### src/rtl/life_pkg.sv
// Shared HUD package for the life-icon tracker: state type, coordinate width
// and the default icon geometry used by the tracker, the mux and other HUD blocks.
package life_pkg;

  typedef enum logic [1:0] {
    ALIVE,
    INVULN,
    DEAD
  } life_state_t;

  localparam int COORD_W = 11;

  localparam int DEF_MAX_LIVES  = 3;
  localparam int LIVES_W        = $clog2(DEF_MAX_LIVES + 1);

  localparam int DEF_ICON_W     = 72;
  localparam int DEF_ICON_H     = 72;
  localparam int DEF_ICON_GAP   = 8;
  localparam int DEF_TOP_LEFT_X = 16;
  localparam int DEF_TOP_LEFT_Y = 400;

  // Left edge of icon slot `slot` for a horizontal row of equally spaced icons.
  function automatic int slot_left_x(input int top_left_x, input int icon_w,
                                     input int icon_gap, input int slot);
    return top_left_x + slot * (icon_w + icon_gap);
  endfunction

endpackage

### src/rtl/life_icon_locator.sv
// Combinational slot lookup: one range comparator per icon slot, yields the
// inside flag and icon-relative offsets (zero when no drawn slot matches).
module life_icon_locator
  import life_pkg::*;
#(
  parameter int MAX_LIVES  = DEF_MAX_LIVES,
  parameter int LW         = LIVES_W,
  parameter int ICON_W     = DEF_ICON_W,
  parameter int ICON_H     = DEF_ICON_H,
  parameter int ICON_GAP   = DEF_ICON_GAP,
  parameter int TOP_LEFT_X = DEF_TOP_LEFT_X,
  parameter int TOP_LEFT_Y = DEF_TOP_LEFT_Y
) (
  input  logic [COORD_W-1:0] pixel_x,
  input  logic [COORD_W-1:0] pixel_y,
  input  logic [LW-1:0]      lives,
  input  logic               blink_en,
  output logic               hit,
  output logic [COORD_W-1:0] offset_x,
  output logic [COORD_W-1:0] offset_y
);

  localparam logic [COORD_W:0] TOP_Y = (COORD_W + 1)'(TOP_LEFT_Y);
  localparam logic [COORD_W:0] BOT_Y = (COORD_W + 1)'(TOP_LEFT_Y + ICON_H);

  logic [COORD_W:0]   px;
  logic [COORD_W:0]   py;
  logic               y_in;
  logic [MAX_LIVES-1:0] slot_hit;
  logic [COORD_W-1:0] slot_left [MAX_LIVES];

  assign px   = {1'b0, pixel_x};
  assign py   = {1'b0, pixel_y};
  assign y_in = (py >= TOP_Y) && (py < BOT_Y);

  // The slot just lost (index == lives) is only shown while blinking is enabled.
  for (genvar g = 0; g < MAX_LIVES; g++) begin : g_slot
    localparam logic [COORD_W:0] LEFT =
      (COORD_W + 1)'(slot_left_x(TOP_LEFT_X, ICON_W, ICON_GAP, g));
    localparam logic [COORD_W:0] RIGHT =
      (COORD_W + 1)'(slot_left_x(TOP_LEFT_X, ICON_W, ICON_GAP, g) + ICON_W);

    logic drawn;

    assign drawn         = (int'(lives) > g) || (blink_en && (int'(lives) == g));
    assign slot_hit[g]   = y_in && (px >= LEFT) && (px < RIGHT) && drawn;
    assign slot_left[g]  = LEFT[COORD_W-1:0];
  end

  always_comb begin
    hit      = |slot_hit;
    offset_x = '0;
    offset_y = '0;
    for (int i = 0; i < MAX_LIVES; i++) begin
      if (slot_hit[i]) begin
        offset_x = pixel_x - slot_left[i];
      end
    end
    if (hit) begin
      offset_y = pixel_y - TOP_Y[COORD_W-1:0];
    end
  end

endmodule

### src/rtl/life_icon_tracker.sv
// Lives/game-state tracker feeding the life-icon renderer with registered offsets.
// Optional LIFE_INVULN_EN adds post-hit invulnerability with a blinking lost icon.
module life_icon_tracker
  import life_pkg::*;
#(
  parameter int MAX_LIVES     = 3,
  parameter int INIT_LIVES    = 3,
  parameter int ICON_W        = 72,
  parameter int ICON_H        = 72,
  parameter int ICON_GAP      = 8,
  parameter int TOP_LEFT_X    = 16,
  parameter int TOP_LEFT_Y    = 400,
  parameter int INVULN_FRAMES = 60,
  parameter int BLINK_PERIOD  = 8
) (
  input  logic                             clk,
  input  logic                             resetN,
  input  logic                             startOfFrame,
  input  logic [COORD_W-1:0]               pixelX,
  input  logic [COORD_W-1:0]               pixelY,
  input  logic                             playerHit,
  input  logic                             extraLife,
  input  logic                             newGame,
  output logic [COORD_W-1:0]               offsetX,
  output logic [COORD_W-1:0]               offsetY,
  output logic                             InsideRectangle,
  output logic [$clog2(MAX_LIVES+1)-1:0]   livesCount,
  output logic                             gameOver
);

  localparam int           LW     = $clog2(MAX_LIVES + 1);
  localparam logic [LW-1:0] INIT_L = LW'(INIT_LIVES);
  localparam logic [LW-1:0] MAX_L  = LW'(MAX_LIVES);
  localparam logic [LW-1:0] ONE_L  = LW'(1);

  if (INIT_LIVES > MAX_LIVES) begin : g_bad_init
    $error("INIT_LIVES must not exceed MAX_LIVES");
  end
  if ((BLINK_PERIOD < 1) || ((BLINK_PERIOD & (BLINK_PERIOD - 1)) != 0)) begin : g_bad_blink
    $error("BLINK_PERIOD must be a power of two");
  end
  if (INVULN_FRAMES < 1) begin : g_bad_frames
    $error("INVULN_FRAMES must be at least 1");
  end

  life_state_t        state_q, state_d;
  logic [LW-1:0]      lives_q, lives_d;
  logic               game_over_q, game_over_d;
  logic               inside_q, inside_d;
  logic [COORD_W-1:0] off_x_q, off_x_d;
  logic [COORD_W-1:0] off_y_q, off_y_d;

  logic               blink_en;
  logic               loc_hit;
  logic [COORD_W-1:0] loc_off_x;
  logic [COORD_W-1:0] loc_off_y;

`ifdef LIFE_INVULN_EN
  localparam int CNT_W     = (INVULN_FRAMES > 1) ? $clog2(INVULN_FRAMES) : 1;
  localparam int BLINK_BIT = $clog2(BLINK_PERIOD);

  if (BLINK_BIT >= CNT_W) begin : g_bad_blink_bit
    $error("BLINK_PERIOD too large for INVULN_FRAMES");
  end

  logic [CNT_W-1:0] frame_cnt_q, frame_cnt_d;

  // Lost icon is visible on even blink half-periods of the invulnerability window.
  assign blink_en = (state_q == INVULN) && !frame_cnt_q[BLINK_BIT];
`else
  logic unused_sof;

  assign unused_sof = startOfFrame;
  assign blink_en   = 1'b0;
`endif

  life_icon_locator #(
    .MAX_LIVES  (MAX_LIVES),
    .LW         (LW),
    .ICON_W     (ICON_W),
    .ICON_H     (ICON_H),
    .ICON_GAP   (ICON_GAP),
    .TOP_LEFT_X (TOP_LEFT_X),
    .TOP_LEFT_Y (TOP_LEFT_Y)
  ) u_locator (
    .pixel_x  (pixelX),
    .pixel_y  (pixelY),
    .lives    (lives_q),
    .blink_en (blink_en),
    .hit      (loc_hit),
    .offset_x (loc_off_x),
    .offset_y (loc_off_y)
  );

  // newGame beats everything; a hit in ALIVE swallows a same-cycle extraLife.
  always_comb begin
    state_d  = state_q;
    lives_d  = lives_q;
`ifdef LIFE_INVULN_EN
    frame_cnt_d = frame_cnt_q;
`endif
    if (newGame) begin
      state_d = ALIVE;
      lives_d = INIT_L;
`ifdef LIFE_INVULN_EN
      frame_cnt_d = '0;
`endif
    end else begin
      case (state_q)
        ALIVE: begin
          if (playerHit) begin
            if (lives_q != '0) begin
              lives_d = lives_q - ONE_L;
            end
            if (lives_q <= ONE_L) begin
              state_d = DEAD;
            end
`ifdef LIFE_INVULN_EN
            else begin
              state_d     = INVULN;
              frame_cnt_d = '0;
            end
`endif
          end else if (extraLife && (lives_q != MAX_L)) begin
            lives_d = lives_q + ONE_L;
          end
        end
`ifdef LIFE_INVULN_EN
        INVULN: begin
          if (extraLife && (lives_q != MAX_L)) begin
            lives_d = lives_q + ONE_L;
          end
          if (startOfFrame) begin
            if (frame_cnt_q == CNT_W'(INVULN_FRAMES - 1)) begin
              state_d     = ALIVE;
              frame_cnt_d = '0;
            end else begin
              frame_cnt_d = frame_cnt_q + CNT_W'(1);
            end
          end
        end
`endif
        default: begin
        end
      endcase
    end

    game_over_d = (state_d == DEAD);
    inside_d    = loc_hit;
    off_x_d     = loc_off_x;
    off_y_d     = loc_off_y;
  end

  always_ff @(posedge clk or negedge resetN) begin
    if (!resetN) begin
      state_q     <= ALIVE;
      lives_q     <= INIT_L;
      game_over_q <= 1'b0;
      inside_q    <= 1'b0;
      off_x_q     <= '0;
      off_y_q     <= '0;
`ifdef LIFE_INVULN_EN
      frame_cnt_q <= '0;
`endif
    end else begin
      state_q     <= state_d;
      lives_q     <= lives_d;
      game_over_q <= game_over_d;
      inside_q    <= inside_d;
      off_x_q     <= off_x_d;
      off_y_q     <= off_y_d;
`ifdef LIFE_INVULN_EN
      frame_cnt_q <= frame_cnt_d;
`endif
    end
  end

  assign offsetX         = off_x_q;
  assign offsetY         = off_y_q;
  assign InsideRectangle = inside_q;
  assign livesCount      = lives_q;
  assign gameOver        = game_over_q;

endmodule

### config.mk
export PLATFORM = sky130hd
export DESIGN_NAME = life_icon_tracker
export DESIGN_NICKNAME = d
export VERILOG_FILES = /design/src/rtl/life_pkg.sv /design/src/rtl/life_icon_locator.sv /design/src/rtl/life_icon_tracker.sv
export SDC_FILE = /design/constraint.sdc
export NUM_CORES = 1
export LEC_CHECK = 0
export ABC_CLOCK_PERIOD_IN_PS = 5100
export BUFFER_PORTS_ARGS = -buffer_cell sky130_fd_sc_hd__buf_2
export CAP_MARGIN = 0
export CORE_AREA = 2 2 56 58
export CTS_BUF_LIST = sky130_fd_sc_hd__clkbuf_2 sky130_fd_sc_hd__clkbuf_4 sky130_fd_sc_hd__clkbuf_8
export CTS_CLUSTER_DIAMETER = 30
export DETAILED_ROUTE_END_ITERATION = 7
export DIE_AREA = 0 0 58 60
export PLACE_DENSITY = 0.85
export SYNTH_ARGS = -nofsm -noshare
export SYNTH_HDL_FRONTEND = slang
export SYNTH_SLANG_ARGS = --single-unit
### constraint.sdc
create_clock -name clk -period 5.1 [get_ports clk]
set_clock_uncertainty 0.15 [all_clocks]
set_input_delay 0.51 -clock clk [delete_from_list [all_inputs] [get_ports clk]]
set_output_delay 0.51 -clock clk [all_outputs]
set_load 0.01 [all_outputs]
Word-level counts from Yosys, hierarchy flattened:

Cells that the tools add are included.
Widths: inputs -> output; s select.

* bits in registers: 28
* latch bits: 0
* RAM bits: 0
* bits in read-only memories: 0
* output and inout port bits: 26
* memories: 0

* $add $sub $neg: 6
* multipliers: 0
* divide/modulo/power cells: 0
* magnitude comparators: 12
* equality and inequality tests: 3
* shift-type cells: 0
* muxes and demuxes: 13
* bitwise operators: 0
* reduce and logical (&&, ||, !) cells: 17

Operators with widths (number)
* $mux 11: 4
* $lt 11x8->1 const B: 2
* $mux 2: 9
* $ge 11x5->1 const B: 1
* $ge 11x7->1 const B: 1
* $ge 11x8->1 const B: 1
* $ge 11x9->1 const B: 1
* $logic_and 1x1->1: 11
* $lt 11x7->1 const B: 1
* $lt 11x9->1 const B: 1
* $sub 11x5->11 const B: 1
* $sub 11x7->11 const B: 1
* $sub 11x8->11 const B: 1
* $sub 11x9->11 const B: 1
* $gt 2x1->1 const B: 2
* $reduce_bool 2->1: 2
* $ne 3x1->1 const B: 1
* $reduce_and 3->1: 1
* $reduce_bool 3->1: 1
* $reduce_or 3->1: 1
* $add 2x1->2 const B: 1
* $eq 2x2->1 const B: 1
* $gt 2x2->1 const B: 1
* $le 2x1->1 const B: 1
* 3 further kinds: 3

Longest topological paths before layout:

Gate-level depths: netlist (run 1).

* word-level depth: 8
* mapped depth: 8
* depth with buffers taken out: 7

Modules after synthesis:

From an unflattened synthesis (run 1), not the netlist that was laid out.

* cells, all modules: 151
* area, all modules: 1620.3 µm²

By module, submodules not included
* life_icon_tracker: instances 1, cells an instance 50, area each 867.1 µm², seq. area each 703.2 µm²
* life_icon_locator: instances 1, cells an instance 101, area each 753.2 µm², seq. area each 0.0 µm²

Least setup slack after synthesis (run 1):

Ideal clock, no wire load.

* path type: input -> register
* from: in pixelX[6]
* to: reg off_x_q[6] (netlist: offsetX[6])
* data arrival time: 1939 ps
* data required time: 4796 ps
* slack: 2857 ps
* stages: 7
* cells stage by stage: inv_1 -> ha_1 -> a21o_1 -> a2111oi_4 -> a31oi_1 -> a221oi_1 -> a211oi_1

* longest elaborated chain between the ends: 7

RTL lines
* from (decl): RTL line life_icon_tracker.sv:19 `input logic [COORD_W-1:0] pixelX,`
* $ge 11x5->1: RTL line life_icon_locator.sv:46 `assign slot_hit[g] = y_in && (px >= LEFT) && (px < RIGHT) && drawn;`
* $logic_and 1x1->1 (3 in series): RTL line life_icon_locator.sv:46
* $mux 11 (2 in series): RTL line life_icon_locator.sv:55 `if (slot_hit[i]) begin`
* $mux 11 *: RTL line life_icon_locator.sv:55
* via loc_off_x[6]: RTL line life_icon_tracker.sv:55 `logic [COORD_W-1:0] loc_off_x;`
* to (signal assigned): RTL line life_icon_tracker.sv:160 `off_x_q <= '0;`
* to (signal assigned): RTL line life_icon_tracker.sv:170 `off_x_q <= off_x_d;`
* to (decl): RTL line life_icon_tracker.sv:50 `logic [COORD_W-1:0] off_x_q, off_x_d;`

Mark *: on every way through the listed nets, which the timed path passes. The rest lies on a longest branch.
A chain may end at the register's enable or synchronous reset.

Worst setup path in the final report (run 1):

* from: reg lives_q[1] (netlist: livesCount[1])
* to: reg off_x_q[6] (netlist: offsetX[6])

* longest elaborated chain between the ends: 5

RTL lines
* from (decl): RTL line life_icon_tracker.sv:47 `logic [LW-1:0] lives_q, lives_d;`
* from (signal assigned): RTL line life_icon_tracker.sv:167 `lives_q <= lives_d;`
* $gt 2x1->1: RTL line life_icon_locator.sv:45 `assign drawn = (int'(lives) > g) || (blink_en && (int'(lives) == g));`
* $logic_and 1x1->1: RTL line life_icon_locator.sv:46
* $mux 11 (2 in series): RTL line life_icon_locator.sv:55
* $mux 11 *: RTL line life_icon_locator.sv:55
* via loc_off_x[6]: RTL line life_icon_tracker.sv:55

Marks and branches as above.

==> flow_metrics.env, run 1 <==
export IMPL_hold_viol_final=0
export IMPL_fmax_ghz=0.405
export IMPL_placedCellCount=224
export IMPL_critPathBufInv=1
export IMPL_core_um2=2900
export IMPL_cts_sinks=28
export IMPL_fin_ws_ns=2.63
export IMPL_worst_slew_pin_slew_ns=0.708
export IMPL_multi_input_area_um2=761
export IMPL_use_met2_pct=31.3
export IMPL_holdWs_ns=0.0241
export IMPL_slew_viol_final=0
export IMPL_holdBufCountCts=0
export IMPL_ys_seq_area_share_pct=46.0
export IMPL_path_max_fanout=6
export IMPL_required_ns=5.12
export IMPL_ios=54
export IMPL_worstSetupEndpointType="flop"
export IMPL_async_flop_share_pct=100
export IMPL_setup_viol=0
export IMPL_avgSynthCellArea_um2=10.9
export IMPL_min_period_ns=2.47
export IMPL_fin_tns_setup_ns=0
export IMPL_wl_mm=3.00
export IMPL_clk_latency_ns=0.31
export IMPL_start_util_pct=52.6
export IMPL_track_usage_pct=19.1
export IMPL_grt_busiest_layer="met2"
export IMPL_use_met1_pct=23.4
export IMPL_dr_total_vias=1240
export IMPL_yosysWarnings=0
export IMPL_cts_setup_buffers=0
export IMPL_netlist_instances=140
export IMPL_clk_pin_slew_ns=0.13
export IMPL_cts_tree="yes"
export IMPL_ant_nets=0
export IMPL_die_y_um=60
export IMPL_cp_top_family="compound AO/OA/AOI/OAI gates"
export IMPL_antenna_cells=0
export IMPL_num_nets_final=237
export IMPL_fill_cells=244
export IMPL_gr_usage_met3_pct=3.25
export IMPL_status="completed"
export IMPL_drive_gt1_share_pct=33.8
export IMPL_row_count=20
export IMPL_place_ws_ns=2.42
export IMPL_ys_types=41
export IMPL_arrival_ns=2.49
export IMPL_hold_path_class="in -> async"
export IMPL_rsz0062_at_grt="false"
export IMPL_grt_pass1_vias=1163
export IMPL_cts_max_path_buffers=2
export IMPL_cts_root_buf="clkbuf_4"
export IMPL_die_x_um=58
export IMPL_p_leak_nw=0.964
export IMPL_regArea_um2=703
export IMPL_gp_congestion=0.923
export IMPL_ys_seq_elements=28
export IMPL_path_cells="inv_1 > ha_1 > nand2b_1 > a2111oi_4 > a31oi_1 > a221oi_1 > a211oi_1"
export IMPL_post_route_period_util_pct=48.4
export IMPL_crit_type="reg -> reg"
export IMPL_p_per_area_nw_per_um2=240
export IMPL_first_pass_iters=4
export IMPL_final_cell_mix="52 x buf_2, 26 x dfrtp_1, 13 x and2_1, 13 x ha_1, 12 x inv_1"
export IMPL_slowest_stage="dfstp_2"
export IMPL_numCtsBuffers=3
export IMPL_drc=0
export IMPL_final_cells=228
export IMPL_synth_edff_count=0
export IMPL_synth_flop_cell="dfrtp_1"
export IMPL_startpoint_type="flop"
export IMPL_antenna_found_initial=0
export IMPL_syn_area_um2=1530
export IMPL_vdd_ir_drop_max_mv=0.176
export IMPL_wl_per_cell_um=13.2
export IMPL_overflow=0
export IMPL_dieArea_um2=3480
export IMPL_crit_path_max_incr_delay_ns=0.60
export IMPL_post_cts_resize_count=0
export IMPL_area_growth_syn_to_layout_pct=20.9
export IMPL_maxCapViolCount=0
export IMPL_dp_hpwl_mm=2.42
export IMPL_grt_pass1_wl_mm=5.04
export IMPL_layout_commonest_cell="buf_2"
export IMPL_drt_iter0_drc=57
export IMPL_viasPerCell=5.44
export IMPL_htreeDepth=1
export IMPL_io_buffer_count=52
export IMPL_slew_headroom_pct=52.5
export IMPL_grt_max_degree=29
state kept, by name, summed over array words and instances (netlist names):
| register | flops |
|---|---|
| state_q | 2 |
| offsetY | 11 |
| gameOver | 1 |
| offsetX | 11 |
| InsideRectangle | 1 |
| livesCount | 2 |
cell families after synthesis:
logic type / after synthesis / share of synthesized area [%]
adder cells (fa/ha/maj): 13 / 10.6
AND/OR/NAND/NOR: 50 / 19.5
other: 1 / 0.245
buffers and inverters: 14 / 4.42
flip-flops: 28 / 46.0
XOR/XNOR: 7 / 4.01
AO/OA/AOI/OAI: 27 / 15.2
cell type report:
class | instances | area share (%)
multi-input combinational | 99 | 41.2
sequential | 28 | 38.1
timing repair buffer | 52 | 14.1
inverter | 12 | 2.44
tap | 33 | 2.24
clock buffer | 4 | 1.96
power by group:
group | total (W) | internal (W) | switching, W
registers | 0.000242 | 0.000234 | 0.00000805
clock network | 0.000100 | 0.0000436 | 0.0000567
logic | 0.000102 | 0.0000438 | 0.0000584
total | 0.000444 | 0.000321 | 0.000123
metrics by stage:
step / area (um2) / total power [W] / util [%]
2_1_floorplan: 1530 / 0.000308 / -
3_3_place_gp: 1810 / 0.000341 / 62.4
3_5_place_dp: 1810 / 0.000347 / 62.4
4_1_cts: 1850 / 0.000448 / 63.6
5_1_grt: 1850 / 0.000473 / 63.6
6_report: 1850 / 0.000444 / 63.6
cell usage after synthesis, types with 2 or more instances:
library cell	instances	area share, %
nand2_1	5	1.2
xor2_1	2	1.1
dfrtp_1	26	43
ha_1	13	11
inv_1	12	2.9
a221oi_1	2	1.1
nor2b_1	4	1.6
a31oi_1	2	0.82
xnor2_1	5	2.9
a211oi_1	3	1.5
a21o_1	2	0.98
o22ai_1	2	0.82
a22oi_1	2	0.98
dfstp_2	2	3.4
nor2_1	7	1.7
and2_1	13	5.3
nand2b_1	2	0.82
a21oi_1	3	0.98
buf_6	2	1.5
nor3_1	5	1.6
o21ai_0	2	0.66
nand4_1	4	1.6
nand3_1	2	0.66
metal layers:
metal | wire length (um) | vias up
li1 | - | 601
met1 | 1280 | 573
met2 | 1440 | 59
met3 | 219 | 7
met4 | 63 | 0
met5 | 0 | -
worst paths after layout:
path                                                 from              endpoint  slack [ns]  cells past startpoint
worst max-delay path            livesCount[1]$_DFFE_PN1P_  offsetX[6]$_DFF_PN0_        2.63                      7
worst max register to register  livesCount[1]$_DFFE_PN1P_  offsetX[6]$_DFF_PN0_        2.63                      7
worst min register to register       state_q[0]$_DFF_PN0_    gameOver$_DFF_PN0_        0.34                      1
min in group clk                                  newGame  state_q[0]$_DFF_PN0_        0.23                      2
worst min-delay path                               resetN  offsetY[9]$_DFF_PN0_        0.02                      1
max in group asynchronous                          resetN  offsetX[6]$_DFF_PN0_        4.39                      1
(Power assumes the default switching activity.)
==> run 2, diff against run 1 <==
- ABC_AREA: unset -> 1
- ABC_CLOCK_PERIOD_IN_PS: 5100 -> 2400
- CORE_AREA: 2 2 56 58 -> 2 2 61 63
- DIE_AREA: 0 0 58 60 -> 0 0 63 65
- PLACE_DENSITY: 0.85 -> 0.78
- clock period: 5.1 -> 2.4 ns (I/O delays scaled with it)
==> run 2 against run 1 <==
Against the previous run: clock power increased to 3.0 times the previous value; die area is 18% higher; worst setup slack got worse by 2.1 ns; global-route usage fell by 2.4 points; critical path depth increased by 4; largest power group unchanged.
==> flow_metrics.env, run 2 <==
export IMPL_rr_startpoint="livesCount[1]$_DFFE_PN1P_"
export IMPL_setup_viol=0
export IMPL_grt_pass1_wl_mm=5.36
export IMPL_path_max_fanout=14
export IMPL_dr_total_vias=1433
export IMPL_p_per_area_nw_per_um2=477
export IMPL_hold_viol_final=0
export IMPL_clk_pin_slew_ns=0.14
export IMPL_fill_cells=327
export IMPL_synth_top_area_share_pct=38.4
export IMPL_crit_type="reg -> reg"
export IMPL_avgSynthCellArea_um2=8.14
export IMPL_sw_frac_of_total_pct=26.2
export IMPL_ys_seq_elements=28
export IMPL_fmax_ghz=0.524
export IMPL_fin_ws_ns=0.493
export IMPL_post_route_util_pct=61.2
export IMPL_required_ns=2.52
export IMPL_wl_per_cell_um=9.83
export IMPL_wl_mm=3.16
export IMPL_cts_tree="yes"
export IMPL_track_usage_pct=16.6
export IMPL_arrival_ns=2.02
export IMPL_drt_iter0_drc=27
export IMPL_p_comb_share_pct=21.2
export IMPL_dp_hpwl_mm=2.48
export IMPL_totalPowerFinal_w=0.00102
export IMPL_htreeDepth=1
export IMPL_place_ws_ns=0.518
export IMPL_yosys_cell_count_top_type="nand2_1"
export IMPL_synth_commonest_cells="42 x nand2_1, 37 x inv_1, 26 x dfrtp_1"
export IMPL_p_seq_share_pct=49.7
export IMPL_reg2reg_to="offsetY[8]$_DFF_PN0_"
export IMPL_ios=54
export IMPL_final_cells=321
export IMPL_setup_worst_path_start="livesCount[1]$_DFFE_PN1P_"
export IMPL_drc=0
export IMPL_ys_seq_area_share_pct=41.5
export IMPL_vdd_ir_drop_max_mv=0.207
export IMPL_slew_viol_final=0
export IMPL_layout_commonest_cell="buf_2"
export IMPL_overflow=0
export IMPL_dieArea_um2=4100
export IMPL_ys_types=24
export IMPL_min_period_ns=1.91
export IMPL_reg2reg_depth=11
export IMPL_synth_area_leader_cell="dfrtp_1"
export IMPL_cts_setup_buffers=0
export IMPL_viasPerCell=4.46
export IMPL_die_x_um=63
export IMPL_ant_nets=0
export IMPL_grt_max_degree=29
export IMPL_post_cts_resize_count=0
export IMPL_final_cell_mix="52 x buf_2, 42 x nand2_1, 37 x inv_1, 26 x dfrtp_1, 18 x nor2_1"
export IMPL_start_util_pct=48.4
export IMPL_status="completed"
export IMPL_maxCapViolCount=0
export IMPL_die_y_um=65
export IMPL_cts_sinks=28
export IMPL_antenna_found_initial=0
export IMPL_gp_congestion=0.853
export IMPL_yosysWarnings=0
export IMPL_netlist_instances=208
export IMPL_drive_gt1_share_pct=30.8
export IMPL_grt_pass1_vias=1299
export IMPL_slew_headroom_pct=60.8
export IMPL_row_count=22
export IMPL_core_um2=3500
export IMPL_synth_flop_cell="dfrtp_1"
export IMPL_cts_root_buf="clkbuf_4"
export IMPL_whs_endpoint="offsetY[4]$_DFF_PN0_"
export IMPL_worst_slew_pin_slew_ns=0.588
export IMPL_hold_path_class="in -> reg"
export IMPL_num_nets_final=315
export IMPL_first_pass_iters=4
export IMPL_p_leak_nw=1.33
export IMPL_async_flop_share_pct=100
export IMPL_synth_edff_count=0
export IMPL_synthTopCellsByArea="dfrtp_1 38%, ha_1 9.6%, nand2_1 9.3%, inv_1 8.2%, nand2_2 5.2%"
export IMPL_rsz0062_at_grt="false"
export IMPL_clk_latency_ns=0.31
export IMPL_cts_max_path_buffers=2
export IMPL_io_buffer_count=52
export IMPL_post_route_period_util_pct=79.5
export IMPL_r2r_slack_ns=0.49
export IMPL_syn_area_um2=1690
export IMPL_min_path_cells=4
export IMPL_startpoint_type="flop"
export IMPL_hp_start="pixelY[4]"
export IMPL_placedCellCount=307
export IMPL_p_switching_w=0.000267
export IMPL_antenna_cells=0
export IMPL_worstSetupEndpointType="flop"
export IMPL_numCtsBuffers=3
export IMPL_fin_tns_setup_ns=0
export IMPL_clock_power_share_pct=29.1
export IMPL_cell_internal_pwr_w=0.000753
export IMPL_area_growth_syn_to_layout_pct=26.3
-- run 2: cell types whose count changed after synthesis, moves of 5 or more --
cell,delta
and2_1,-13
a21oi_1,+6
nand2_2,+14
nand3_1,+13
nand2_1,+37
nor2_1,+11
inv_1,+25
inv_2,+5
-- run 2: worst max path at each step --
stage | to | cells after the start
6_report | offsetY[8]$_DFF_PN0_ | 11
5_1_grt | offsetX[10]$_DFF_PN0_ | 11
4_1_cts | offsetY[8]$_DFF_PN0_ | 11
3_5_place_dp | offsetY[8]$_DFF_PN0_ | 11
3_3_place_gp | offsetY[10]$_DFF_PN0_ | 11
2_1_floorplan | offsetY[6]$_DFF_PN0_ | 12
-- run 2: layout make-up --
type                    count  area [um2]  area share (%)
multi-input cells         137         805            37.6
inverters                  42         158            7.37
flip-flops and latches     28         703            32.9
clock inverters             1        30.0            1.40
well taps                  48        60.1            2.81
repair buffers             62         360            16.9
clock buffers               3        22.5            1.05
-- run 2: repair_timing --
| item | in CTS | in global routing |
|---|---|---|
| hold buffers | 9 | 1 |
| endpoints found under the setup margin | 0 | 0 |
| hold endpoints to repair | 35 | 1 |
-- run 2: power by group through the flow --
stage	Sequential [W]	Combinational, W	Clock (W)
finish	0.000507	0.000216	0.000297
global route	0.000510	0.000247	0.000335
CTS	0.000508	0.000216	0.000305
detailed placement	0.000517	0.000204	0
global placement	0.000515	0.000198	0
floorplan	0.000523	0.000119	0
-- run 2: metrics by stage --
stage | area [um2] | hold WS (ns)
6_report | 2140 | 0.0451
5_1_grt | 2140 | 0.0249
4_1_cts | 2130 | 0.0180
3_3_place_gp | 1990 | 0.128
3_5_place_dp | 1990 | 0.124
2_1_floorplan | 1700 | -0.206
-- run 2: critical path: stages (launching register included) --
cell and delay (ns):
dfstp_2 0.59, inv_1 0.08, ha_1 0.18, inv_1 0.05, nand2_1 0.06, nor2_1 0.10, nand2_1 0.09, inv_2 0.07
nand3_2 0.12, nand3_4 0.21, nand3b_1 0.11, inv_1 0.06
-- run 2: cell families (layout without fill, tap and decap cells) --
kind of cell             after synthesis  after routing  share of synthesized area, %
adder cells (fa/ha/maj)               13             13                          9.61
XOR/XNOR                               7              7                          3.62
AND/OR/NAND/NOR                       99             99                          29.0
other                                  1              2                         0.222
buffers and inverters                 44            108                          11.2
flip-flops                            28             28                          41.5
AO/OA/AOI/OAI                         16             16                          4.88
-- run 2: layer usage --
| metal | routed length [um] | GRT usage, % | up-vias | share of wire (%) |
|---|---|---|---|---|
| met2 | 1530 | 29.4 | 40 | 48 |
| li1 | - | - | 751 | - |
| met4 | 27 | 6.67 | 0 | 0.86 |
| met5 | 0 | 0 | - | 0 |
| met3 | 163 | 2.60 | 2 | 5.2 |
| met1 | 1430 | 20.2 | 640 | 45 |
